--- src/rtl/fb_pkg.sv ---
// Framebuffer geometry and write-arbiter state type shared by filler, arbiter and VGA read side.
// Latency: n/a (constants and types only).
// Backpressure: n/a.
package fb_pkg;

  localparam int FB_WIDTH  = 160;
  localparam int FB_HEIGHT = 120;
  localparam int FB_DEPTH  = FB_WIDTH * FB_HEIGHT;

  typedef enum logic {ARB, CLEAR} fb_arb_state_t;

endpackage

--- src/rtl/rr_arbiter.sv ---
// Round-robin one-hot grant: first asserted request at or above ptr, wrapping at N_REQ.
// Latency: purely combinational.
// Backpressure: none; caller decides whether the grant is used.
module rr_arbiter #(
  parameter int N_REQ = 3,
  parameter int PTR_W = $clog2(N_REQ)
) (
  input  logic [N_REQ-1:0] req,
  input  logic [PTR_W-1:0] ptr,
  output logic [N_REQ-1:0] grant
);

  // Scan from farthest to nearest offset so the nearest valid requester overwrites the rest
  always_comb begin
    grant = '0;
    for (int k = N_REQ - 1; k >= 0; k--) begin
      logic [PTR_W:0] pos;
      pos = {1'b0, ptr} + (PTR_W + 1)'(k);
      if (pos >= (PTR_W + 1)'(N_REQ)) begin
        pos = pos - (PTR_W + 1)'(N_REQ);
      end
      if (req[pos[PTR_W-1:0]]) begin
        grant = '0;
        grant[pos[PTR_W-1:0]] = 1'b1;
      end
    end
  end

endmodule

--- src/rtl/fb_write_arbiter.sv ---
// Round-robin share of the framebuffer write port among N_REQ writers, plus a full-frame clear sequencer.
// Latency: accepted request appears on we/write_addr/pixel one cycle later; one write per cycle.
// Backpressure: req_ready is a one-hot grant, all-zero while clearing; FB_BOUNDS_CHECK_EN drops out-of-range writes.
module fb_write_arbiter
  import fb_pkg::*;
#(
  parameter int   ADDR_WIDTH  = 15,
  parameter int   N_REQ       = 3,
  parameter logic CLEAR_PIXEL = 1'b0
) (
  input  logic                        clk_25,
  input  logic                        reset_n,
  input  logic [N_REQ-1:0]            req_valid,
  input  logic [N_REQ*ADDR_WIDTH-1:0] req_addr,
  input  logic [N_REQ-1:0]            req_pixel,
  output logic [N_REQ-1:0]            req_ready,
  input  logic                        clear_start,
  output logic                        clear_busy,
  output logic                        clear_done,
  output logic                        oob_err,
  output logic                        we,
  output logic [ADDR_WIDTH-1:0]       write_addr,
  output logic                        pixel
);

  localparam int PTR_W = $clog2(N_REQ);
  localparam logic [ADDR_WIDTH-1:0] LAST_ADDR = ADDR_WIDTH'(FB_DEPTH - 1);
  localparam logic [PTR_W-1:0]      LAST_REQ  = PTR_W'(N_REQ - 1);

  fb_arb_state_t           state;
  logic [PTR_W-1:0]        rr_ptr;
  logic [ADDR_WIDTH-1:0]   clr_cnt;
  logic [N_REQ-1:0]        grant;
  logic [PTR_W-1:0]        sel_idx;
  logic [ADDR_WIDTH-1:0]   sel_addr;
  logic                    sel_pixel;
  logic                    sel_oob;
  logic                    transfer;

  rr_arbiter #(
    .N_REQ (N_REQ),
    .PTR_W (PTR_W)
  ) u_rr_arbiter (
    .req   (req_valid),
    .ptr   (rr_ptr),
    .grant (grant)
  );

  // A clear request wins over any pending writer in the cycle it arrives
  assign req_ready = (state == ARB && !clear_start) ? grant : '0;
  assign transfer  = |req_ready;

  // Encode the one-hot grant into the winner's index, address and pixel
  always_comb begin
    sel_idx   = '0;
    sel_addr  = '0;
    sel_pixel = 1'b0;
    for (int k = 0; k < N_REQ; k++) begin
      if (grant[k]) begin
        sel_idx   = PTR_W'(k);
        sel_addr  = req_addr[k*ADDR_WIDTH +: ADDR_WIDTH];
        sel_pixel = req_pixel[k];
      end
    end
  end

`ifdef FB_BOUNDS_CHECK_EN
  localparam logic [ADDR_WIDTH:0] DEPTH_EXT = (ADDR_WIDTH + 1)'(FB_DEPTH);
  assign sel_oob = ({1'b0, sel_addr} >= DEPTH_EXT);
`else
  assign sel_oob = 1'b0;
`endif

  // Arbitration/clear FSM with registered write port and status outputs
  always_ff @(posedge clk_25 or negedge reset_n) begin
    if (!reset_n) begin
      state      <= ARB;
      rr_ptr     <= '0;
      clr_cnt    <= '0;
      we         <= 1'b0;
      write_addr <= '0;
      pixel      <= 1'b0;
      clear_busy <= 1'b0;
      clear_done <= 1'b0;
      oob_err    <= 1'b0;
    end else begin
      we         <= 1'b0;
      clear_done <= 1'b0;
      case (state)
        ARB: begin
          if (clear_start) begin
            state      <= CLEAR;
            clear_busy <= 1'b1;
            clr_cnt    <= '0;
          end else if (transfer) begin
            rr_ptr <= (sel_idx == LAST_REQ) ? '0 : sel_idx + 1'b1;
            if (sel_oob) begin
              oob_err <= 1'b1;
            end else begin
              we         <= 1'b1;
              write_addr <= sel_addr;
              pixel      <= sel_pixel;
            end
          end
        end
        CLEAR: begin
          we         <= 1'b1;
          write_addr <= clr_cnt;
          pixel      <= CLEAR_PIXEL;
          if (clr_cnt == LAST_ADDR) begin
            clr_cnt    <= '0;
            state      <= ARB;
            clear_busy <= 1'b0;
            clear_done <= 1'b1;
          end else begin
            clr_cnt <= clr_cnt + 1'b1;
          end
        end
        default: state <= ARB;
      endcase
    end
  end

endmodule

--- config.mk ---
export PLATFORM = sky130hd
export DESIGN_NAME = fb_write_arbiter
export DESIGN_NICKNAME = d
export VERILOG_FILES = /design/src/rtl/fb_pkg.sv /design/src/rtl/rr_arbiter.sv /design/src/rtl/fb_write_arbiter.sv
export SDC_FILE = /design/constraint.sdc
export NUM_CORES = 1
export LEC_CHECK = 0
export CAP_MARGIN = 20
export CORE_ASPECT_RATIO = 0.75
export CORE_MARGIN = 1
export CORE_UTILIZATION = 46
export DETAILED_ROUTE_END_ITERATION = 10
export PLACE_DENSITY = 0.8
export SYNTH_ARGS = -nofsm -noshare
export SYNTH_HDL_FRONTEND = slang
export SYNTH_HIERARCHICAL = 1
export SYNTH_SLANG_ARGS = --single-unit
--- constraint.sdc ---
create_clock -name clk_25 -period 3.65 [get_ports clk_25]
set_clock_uncertainty 0.15 [all_clocks]
set_input_delay 0.73 -clock clk_25 [delete_from_list [all_inputs] [get_ports clk_25]]
set_output_delay 0.73 -clock clk_25 [all_outputs]
set_load 0.01 [all_outputs]
==> Word-level counts from Yosys, hierarchy flattened <==
Cells that the tools add are included.
{ "word_totals": {"ff_bits": 37, "out_inout_bits": 23, "word_cells": 89} }
{ "classes": {"n_addsub": 7, "magnitude_cmp": 9, "eq_ne": 6, "mux": 48, "bitwise": 2, "n_reduce_logical": 9} }
{ "ops": {"columns": ["cell", "count"], "rows": [
  ["$mux W15", 7],
  ["$pmux W15 S2", 2],
  ["$mux W1", 20],
  ["$add A15 B1 Y15 const B", 1],
  ["$eq A15 B15 Y1 const B", 1],
  ["$mux W3", 4],
  ["$mux W2", 5],
  ["$lt A2 B3 Y1 const B", 3],
  ["$pmux W1 S2", 4],
  ["$bmux W1 S2", 3],
  ["$demux W1 S2", 3],
  ["$ge A2 B1 Y1 const B", 3],
  ["$ge A3 B2 Y1 const B", 2],
  ["$ne A2 B2 Y1 const B", 3],
  ["$sub A2 B2 Y2 const B", 3],
  ["$logic_and A1 B1 Y1", 4],
  ["$reduce_and A2 Y1", 2],
  ["$add A2 B1 Y3 const B", 1],
  ["$add A2 B2 Y3 const B", 1],
  ["$reduce_and A3 Y1", 1],
  ["$reduce_or A3 Y1", 1],
  ["$add A2 B1 Y2 const B", 1],
  ["$eq A2 B2 Y1 const B", 1],
  ["$ge A2 B2 Y1 const B", 1],
  ["3 further kinds", 4]
]} }

==> Longest topological paths before layout <==
Gate-level depths: netlist (run 1).
{ "depth": {"ltp_word": 16, "depth_mapped": 14, "depth_no_buf": 10} }

==> Hierarchy <==
The synthesis (run 1) kept the hierarchy.
{ "modules_own_cells": {"columns": ["mod", "instances", "cells_each", "area_each_um2", "seq_area_each_um2"], "rows": [
  ["fb_write_arbiter", 1, 237, 2117.0, 925.9],
  ["rr_arbiter", 1, 34, 235.2, 0.0]
]} }

==> Worst setup path before layout (run 1) <==
No wires, ideal clock.
{ "synth_timing": {"path_kind": "register -> output", "start": "register rr_ptr[0]", "end": "output req_ready[1]", "arrival_time_ns": 1.976, "required_ns": 2.770, "setup_slack_ns": 0.794, "stages_incl_launch_ff": 10, "path_cell_list": "dfrtp_1 inv_1 ha_1 and3b_1 o221ai_1 a31oi_1 clkbuf_1 clkbuf_1 nand2_1 inv_1"} }
{ "synth_between": {"elab_chain_len": 11, "word_cells_on_any_way": 36, "cone_classes": "5 x add/sub; 9 x order compare; 19 x mux; 3 x reduce/logical"} }
{ "synth_lines": {"columns": ["element", "line", "source"], "rows": [
  ["from (decl)", "fb_write_arbiter.sv:31", "logic [PTR_W-1:0] rr_ptr;"],
  ["from (signal assigned)", "fb_write_arbiter.sv:96", "rr_ptr <= (sel_idx == LAST_REQ) ? '0 : sel_idx + 1'b1;"],
  ["$add A2 B2 Y3", "rr_arbiter.sv:18", "pos = {1'b0, ptr} + (PTR_W + 1)'(k);"],
  ["$ge A3 B2 Y1 or $sub A2 B2 Y2 (tied branches)", "rr_arbiter.sv:19, rr_arbiter.sv:20", null],
  ["$mux W2", "rr_arbiter.sv:19", "if (pos >= (PTR_W + 1)'(N_REQ)) begin"],
  ["$lt A2 B3 Y1 (not written as such) or $ge A2 B1 Y1 (tied branches)", "rr_arbiter.sv:24", "grant[pos[PTR_W-1:0]] = 1'b1;"],
  ["$logic_and A1 B1 Y1 (not written as such)", "rr_arbiter.sv:24", null],
  ["$mux W1 (not written as such)", "rr_arbiter.sv:24", null],
  ["$demux W1 S2", null, null],
  ["$mux W3 (2 in a row)", "rr_arbiter.sv:22", "if (req[pos[PTR_W-1:0]]) begin"],
  ["$mux W3 (*)", "rr_arbiter.sv:22", null],
  ["via grant[1]", "fb_write_arbiter.sv:33", "logic [N_REQ-1:0] grant;"],
  ["$mux W3 (*)", "fb_write_arbiter.sv:50", "assign req_ready = (state == ARB && !clear_start) ? grant : '0;"],
  ["to (decl)", "fb_write_arbiter.sv:16", "output logic [N_REQ-1:0] req_ready,"]
]} }
The timed path passes the listed nets; every way through them passes the cells marked *. The select of a mux whose other input is x is not followed.

==> Worst setup path after layout (run 1) <==
{ "layout_timing": {"start": "input req_valid[1]", "end": "output req_ready[2]"} }
{ "layout_between": {"elab_chain_len": 6, "word_cells_on_any_way": 10, "cone_classes": "10 x mux"} }
{ "layout_lines": {"columns": ["element", "line", "source"], "rows": [
  ["from (decl)", "fb_write_arbiter.sv:13", "input logic [N_REQ-1:0] req_valid,"],
  ["$bmux W1 S2", "rr_arbiter.sv:22", null],
  ["$mux W1 (not written as such)", "rr_arbiter.sv:22", null],
  ["$mux W3 (2 in a row)", "rr_arbiter.sv:22", null],
  ["$mux W3 (*)", "rr_arbiter.sv:22", null],
  ["via grant[2]", "fb_write_arbiter.sv:33", null],
  ["$mux W3 (*)", "fb_write_arbiter.sv:50", null]
]} }
Marks and branches as above.

==> results.yml, run 1 <==
run_status:
  status: "complete, but fails checks"
  violations: "DRC"
finish:
  insertedDiodeCount: 0
  register_area_um2: 926
  multiInputGateArea_um2: 1310
  finalNetCount: 397
  area_delta_synth_final_pct: 37.7
  design_area_um2: 3240
  fillers: 420
  drive_gt1_share_pct: 7.99
clock_network:
  cts_max_level: 2
  cts.sink_count: 37
  clock_path_buffers: 2
  cts_setup_buffers: 0
  path_clk_slew_ns: 0.07
  cts_tree: "yes"
  cts_made_buffers: 5
  cts-root-buf: "clkbuf_8"
  clk_latency_ns: 0.29
grt:
  grt_pass1_vias: 2290
  grt_pass1_wl_um: 11000
  overflow: 0
  grtUsageTotal_pct: 26.1
  grt_max_degree: 38
  antenna_found_initial: 0
synth:
  synth-edff-count: 0
  ys_seq_elements: 37
  synth.area.top_cells: "dfrtp_1 39%, nand2_1 5.7%, a22oi_1 4.1%"
  ys_seq_area_share_pct: 39.4
  netlist.area_leader.share_pct: 39.4
  synth_ff_type: "dfrtp_1"
  syn-cell-area_um2: 2350
  synthArstFlopShare_pct: 100
  postSynthCellCount: 271
  avgSynthCellArea_um2: 8.68
  ys_types: 49
  synth_top_cell_by_area: "dfrtp_1"
  yosysWarnings: 6
  synthesis.nets: 330
sta:
  hold_slack_ns: 0.390
  maxSlewHeadroom_pct: 44.6
  max_freq_mhz: 284
  slew_violations: 0
  worst_slack_ns: 0.131
  fin_tns_setup_ns: 0
  period_minus_slack_ns: 3.52
  rsz0062_at_grt: "false"
  finalSetupViolations: 0
  hold_viol_final: 0
  min_period_over_period_pct: 96.4
  worst_pin_slew_ns: 0.831
worst_setup_path:
  rr_worst_depth: 11
  worstPathRequired_ns: 2.77
  startpoint_type: "input pin"
  critical_path_arrival_ns: 2.64
  cp_max_fo: 4
  crit_type: "input pin to primary output"
  end_kind: "primary output"
routing:
  wl_met3_um: 357
  wl_met2_um: 3010
  finalWirelength_um: 6690
  met1Wirelength_um: 3230
  dr_total_vias: 2317
  ant_nets: 0
  drc: 4
  top_layer: "met4"
  wl_per_cell_um: 16.8
  first_pass_iters: 7
  detail_route.iter0.violations: 178
  vias_per_cell: 5.82
die:
  chipWidth_um: 84.6
  initial_core_util_pct: 48.0
  die_h_um: 63.9
  rows: 22
  pin_count: 77
  core_area_um2: 4900
  dieArea_um2: 5410
placement:
  dp.final_hpwl_um: 4940
  dp_slack_ns: 0.138
  place_area_um2: 3140
  port_buffers: 75
  place.gp.congestion: 0.789
pwr:
  power_density_nw_per_um2: 526
  vdd_ir_drop_max_uv: 255
  p_leak_uw: 0.00137
flow_run:
  maxCapViolCount: 0
hold_path:
  min_path_type: "input pin to async pin"
[cell usage after synthesis (2+ instances only)]
cell type	instances
xor2_1	3
a41oi_1	3
and3_1	14
a221o_1	9
nor4_1	2
nand3b_1	4
nor3_1	3
and2_1	4
a31o_2	3
nor4b_1	2
a22oi_1	13
nand2_1	36
or2_2	2
clkbuf_1	21
dfrtp_1	37
o221ai_1	3
o21ai_0	17
nor2_1	12
inv_1	7
o211ai_1	5
mux2i_1	4
nand4_1	5
nand3_1	5
ha_1	5
a22o_1	6
a31oi_1	11
a21oi_1	9
nor2b_1	5
[per-stage QoR]
stage	utilization (%)	power, uW	cells
after global placement	64.2	1390	391
after detailed placement	64.2	1410	391
after CTS	65.9	1710	398
after global routing	66.1	1820	398
after floorplan	-	1100	271
final	66.1	1710	398
[logic make-up (layout without fill, tap and decap cells)]
logic type	after synthesis	count (layout)	synth area share [%]
compound gates	90	90	27.5
xor+xnor	4	4	1.49
fa+ha+maj	5	5	2.66
buf+inv	31	98	5.48
flops	37	37	39.4
mux	4	4	1.70
other cells	1	1	0.159
simple gates	99	99	21.6
[placed cells by master (no fill, tap or decap), types with 3 or more instances in the layout]
cell type and count:
nor2_1 12, nand4_1 5, clkdlybuf4s50_1 74, a31o_2 3, o211ai_1 5, buf_4 9, nand3b_1 4, a22oi_1 13
mux2i_1 4, a21oi_1 9, o21ai_0 17, nor3_1 3, nor2b_1 4, a41oi_1 3, clkbuf_8 6, ha_1 5
xor2_1 3, inv_1 7, nand3_1 5, a22o_1 6, and3_1 14, and2_1 4, a221o_1 9, nand2_1 36
o221ai_1 3, a31oi_1 9, dfrtp_1 37
[final cells by class]
cell class,count,area share (%)
Multi-Input combinational cell,203,40.5
Sequential cell,37,28.6
Timing Repair Buffer,84,25.1
Clock buffer,7,2.67
Tap cell,60,2.32
Inverter,7,0.811
[per-layer routing]
layer	track usage (%)	vias to the layer above
li1	-	1142
met1	36.7	1084
met2	41.3	78
met3	4.39	13
met4	8.47	0
met5	0	-
[sequential cells by signal (all words and copies together), names as in the netlist]
name	flops
pixel	1
rr_ptr	2
clear_done	1
we	1
state	1
write_addr	15
clr_cnt	15
clear_busy	1
[worst max-delay path: stages]
cell and delay (ns):
clkdlybuf4s50_1 0.51, nor2b_2 0.21, and2_1 0.16, o21ai_0 0.10, a31oi_2 0.20, and2_1 0.18, clkdlybuf4s50_1 0.54
[report_power, final]
part	total, uW	switching, uW	internal, uW
sequential	688	157	532
combinational	730	342	387
clock	287	138	150
[worst paths after layout]
kind	slack (ns)	start	to
worst max-delay path	0.13	req_valid[1]	req_ready[2]
worst min-delay path	0.39	reset_n	clr_cnt[13]
worst max register to register	0.54	rr_ptr[0]	write_addr[14]
worst min register to register	0.40	write_addr[2]	write_addr[2]
max in group asynchronous	2.44	reset_n	clr_cnt[11]
min in group clk_25	0.40	write_addr[2]	write_addr[2]
[what timing repair did]
action / 4_1_cts / 5_1_grt
hold buffers: 0 / 0
endpoints found under the setup margin: 0 / 2
gates resized for setup: 0 / 2
Power figures use the tool's default switching activity.
==> inputs of run 2 (changes only) <==
Settings changed: CTS_CLUSTER_SIZE set to 25, SKIP_LAST_GASP set to 1.
==> results of run 2 <==
No change in the layout: final DEF, timing and power equal those of run 1.
==> inputs of run 3 (changes only) <==
Settings changed: PLACE_DENSITY 0.8 to 0.87.
==> run 3 against run 2 <==
  * The run still ends with DRC left
  * Maximum frequency shrank 0.91%
  * Setup slack worse by 0.032 ns
  * Sequential share of layout area grew 0.066 points
  * First-iteration DRC count is 9.6% higher
  * Clock power fell by 3%
==> results.yml, run 3 (same netlist as run 1, synthesis figures left out) <==
flow_run:
  maxCapViolCount: 0
die:
  core_area_um2: 4900
  chipWidth_um: 84.6
  die_h_um: 63.9
  initial_core_util_pct: 48.0
  rows: 22
  dieArea_um2: 5410
  pin_count: 77
sta:
  hold_viol_final: 0
  finalSetupViolations: 0
  min_period_over_period_pct: 97.3
  fin_tns_setup_ns: 0
  worst_pin_slew_ns: 0.903
  rsz0062_at_grt: "false"
  maxSlewHeadroom_pct: 39.6
  slew_violations: 0
  period_minus_slack_ns: 3.55
  hold_slack_ns: 0.409
  max_freq_mhz: 282
  worst_slack_ns: 0.0989
grt:
  grt_pass1_vias: 2248
  overflow: 0
  grt_max_degree: 38
  antenna_found_initial: 0
  grtUsageTotal_pct: 25.7
  grt_pass1_wl_um: 10900
routing:
  first_pass_iters: 8
  vias_per_cell: 5.96
  detail_route.iter0.violations: 195
  dr_total_vias: 2377
  wl_per_cell_um: 16.9
  finalWirelength_um: 6750
  drc: 5
  ant_nets: 0
clock_network:
  cts_max_level: 2
  cts_tree: "yes"
  path_clk_slew_ns: 0.07
  cts.sink_count: 37
  cts_hold_buf: 0
  cts-root-buf: "clkbuf_8"
  cts_setup_buffers: 0
  clock_path_buffers: 2
  cts_made_buffers: 5
  clk_latency_ns: 0.29
  ctsResizeCount: 0
pwr:
  vdd_ir_drop_max_uv: 286
  power_uw: 1690
  power_density_nw_per_um2: 524
  p_leak_uw: 0.00136
worst_setup_path:
  crit_type: "input pin to primary output"
  worstSetupStartpoint: "req_valid[2]"
  r2r_slack_ns: 0.45
  critical_path_arrival_ns: 2.67
  cp_max_fo: 6
  rr_startpoint: "rr_ptr[0]"
  end_kind: "primary output"
  startpoint_type: "input pin"
  crit_path_cell_trace: "clkdlybuf4s50_1, nand2_1, o22a_2, a31oi_1, nand2_1, inv_1, clkdlybuf4s50_1"
  critPathSlowestCell: "clkdlybuf4s50_1"
  slowest_delay_ns: 0.57
  rr_worst_depth: 10
  worstPathRequired_ns: 2.77
  r2r-end: "write_addr[11]"
placement:
  place.gp.congestion: 0.848
  port_buffers: 75
  place_area_um2: 3150
  dp.final_hpwl_um: 4980
  dp_slack_ns: 0.117
finish:
  final_common_cell: "clkdlybuf4s50_1"
  multiInputGateArea_um2: 1300
  insertedDiodeCount: 0
  register_area_um2: 926
  area_delta_synth_final_pct: 37.4
  fillers: 418
  reg.largest.list: "clr_cnt x15, write_addr x15, rr_ptr x2"
  design_area_um2: 3230
  drive_gt1_share_pct: 7.37
  finalNetCount: 397
  final_cell_mix: "75 x clkdlybuf4s50_1, 37 x dfrtp_1, 36 x nand2_1"
hold_path:
  hold_start: "write_addr[2]"
  whs_path_depth: 2
  min_path_type: "register to register"
  hold_path_end: "write_addr[2]"
run_status:
  violations: "DRC"
  status: "complete, but fails checks"
-- run 3: cell count changes in the layout (fill, tap and decap cells not counted), sizes merged --
cell           change
clkinv             +2
buf                -1
clkdlybuf4s50      +1
clkbuf             -1
-- run 3: metrics by stage --
step	std cells	util, %
floorplan	271	-
global placement	391	64.3
detailed placement	391	64.3
CTS	399	66.0
global route	399	66.0
finish	399	66.0
-- run 3: area by class of cell --
class / count / share of cell area [%]
Clock inverter: 2 / 0.310
Multi-Input combinational cell: 203 / 40.3
Inverter: 7 / 0.813
Tap cell: 60 / 2.32
Clock buffer: 6 / 2.25
Timing Repair Buffer: 84 / 25.3
Sequential cell: 37 / 28.6
-- run 3: how the worst max path moves through the flow --
stage	endpoint	cells past startpoint
floorplan	req_ready[1]	9
global placement	req_ready[1]	7
detailed placement	write_addr[7]	10
CTS	req_ready[1]	7
global route	req_ready[1]	7
finish	req_ready[1]	7
-- run 3: worst max-delay path: cells and delay by family --
kind	cells	cell delay, ns
AO/OA/AOI/OAI	2	0.55
buffers and inverters	3	1.19
AND/OR/NAND/NOR	2	0.19
-- run 3: metal layers --
layer | GRT usage [%] | wire (um) | vias to the layer above
met3 | 5.17 | 407 | 11
met5 | 0 | 0 | -
li1 | - | - | 1148
met1 | 36.1 | 3170 | 1128
met4 | 7.42 | 81 | 0
met2 | 40.2 | 3090 | 90
-- run 3: power breakdown --
| part | switching, uW | internal (uW) |
|---|---|---|
| clock | 147 | 132 |
| combinational | 339 | 387 |
| sequential | 157 | 531 |
| total | 643 | 1050 |
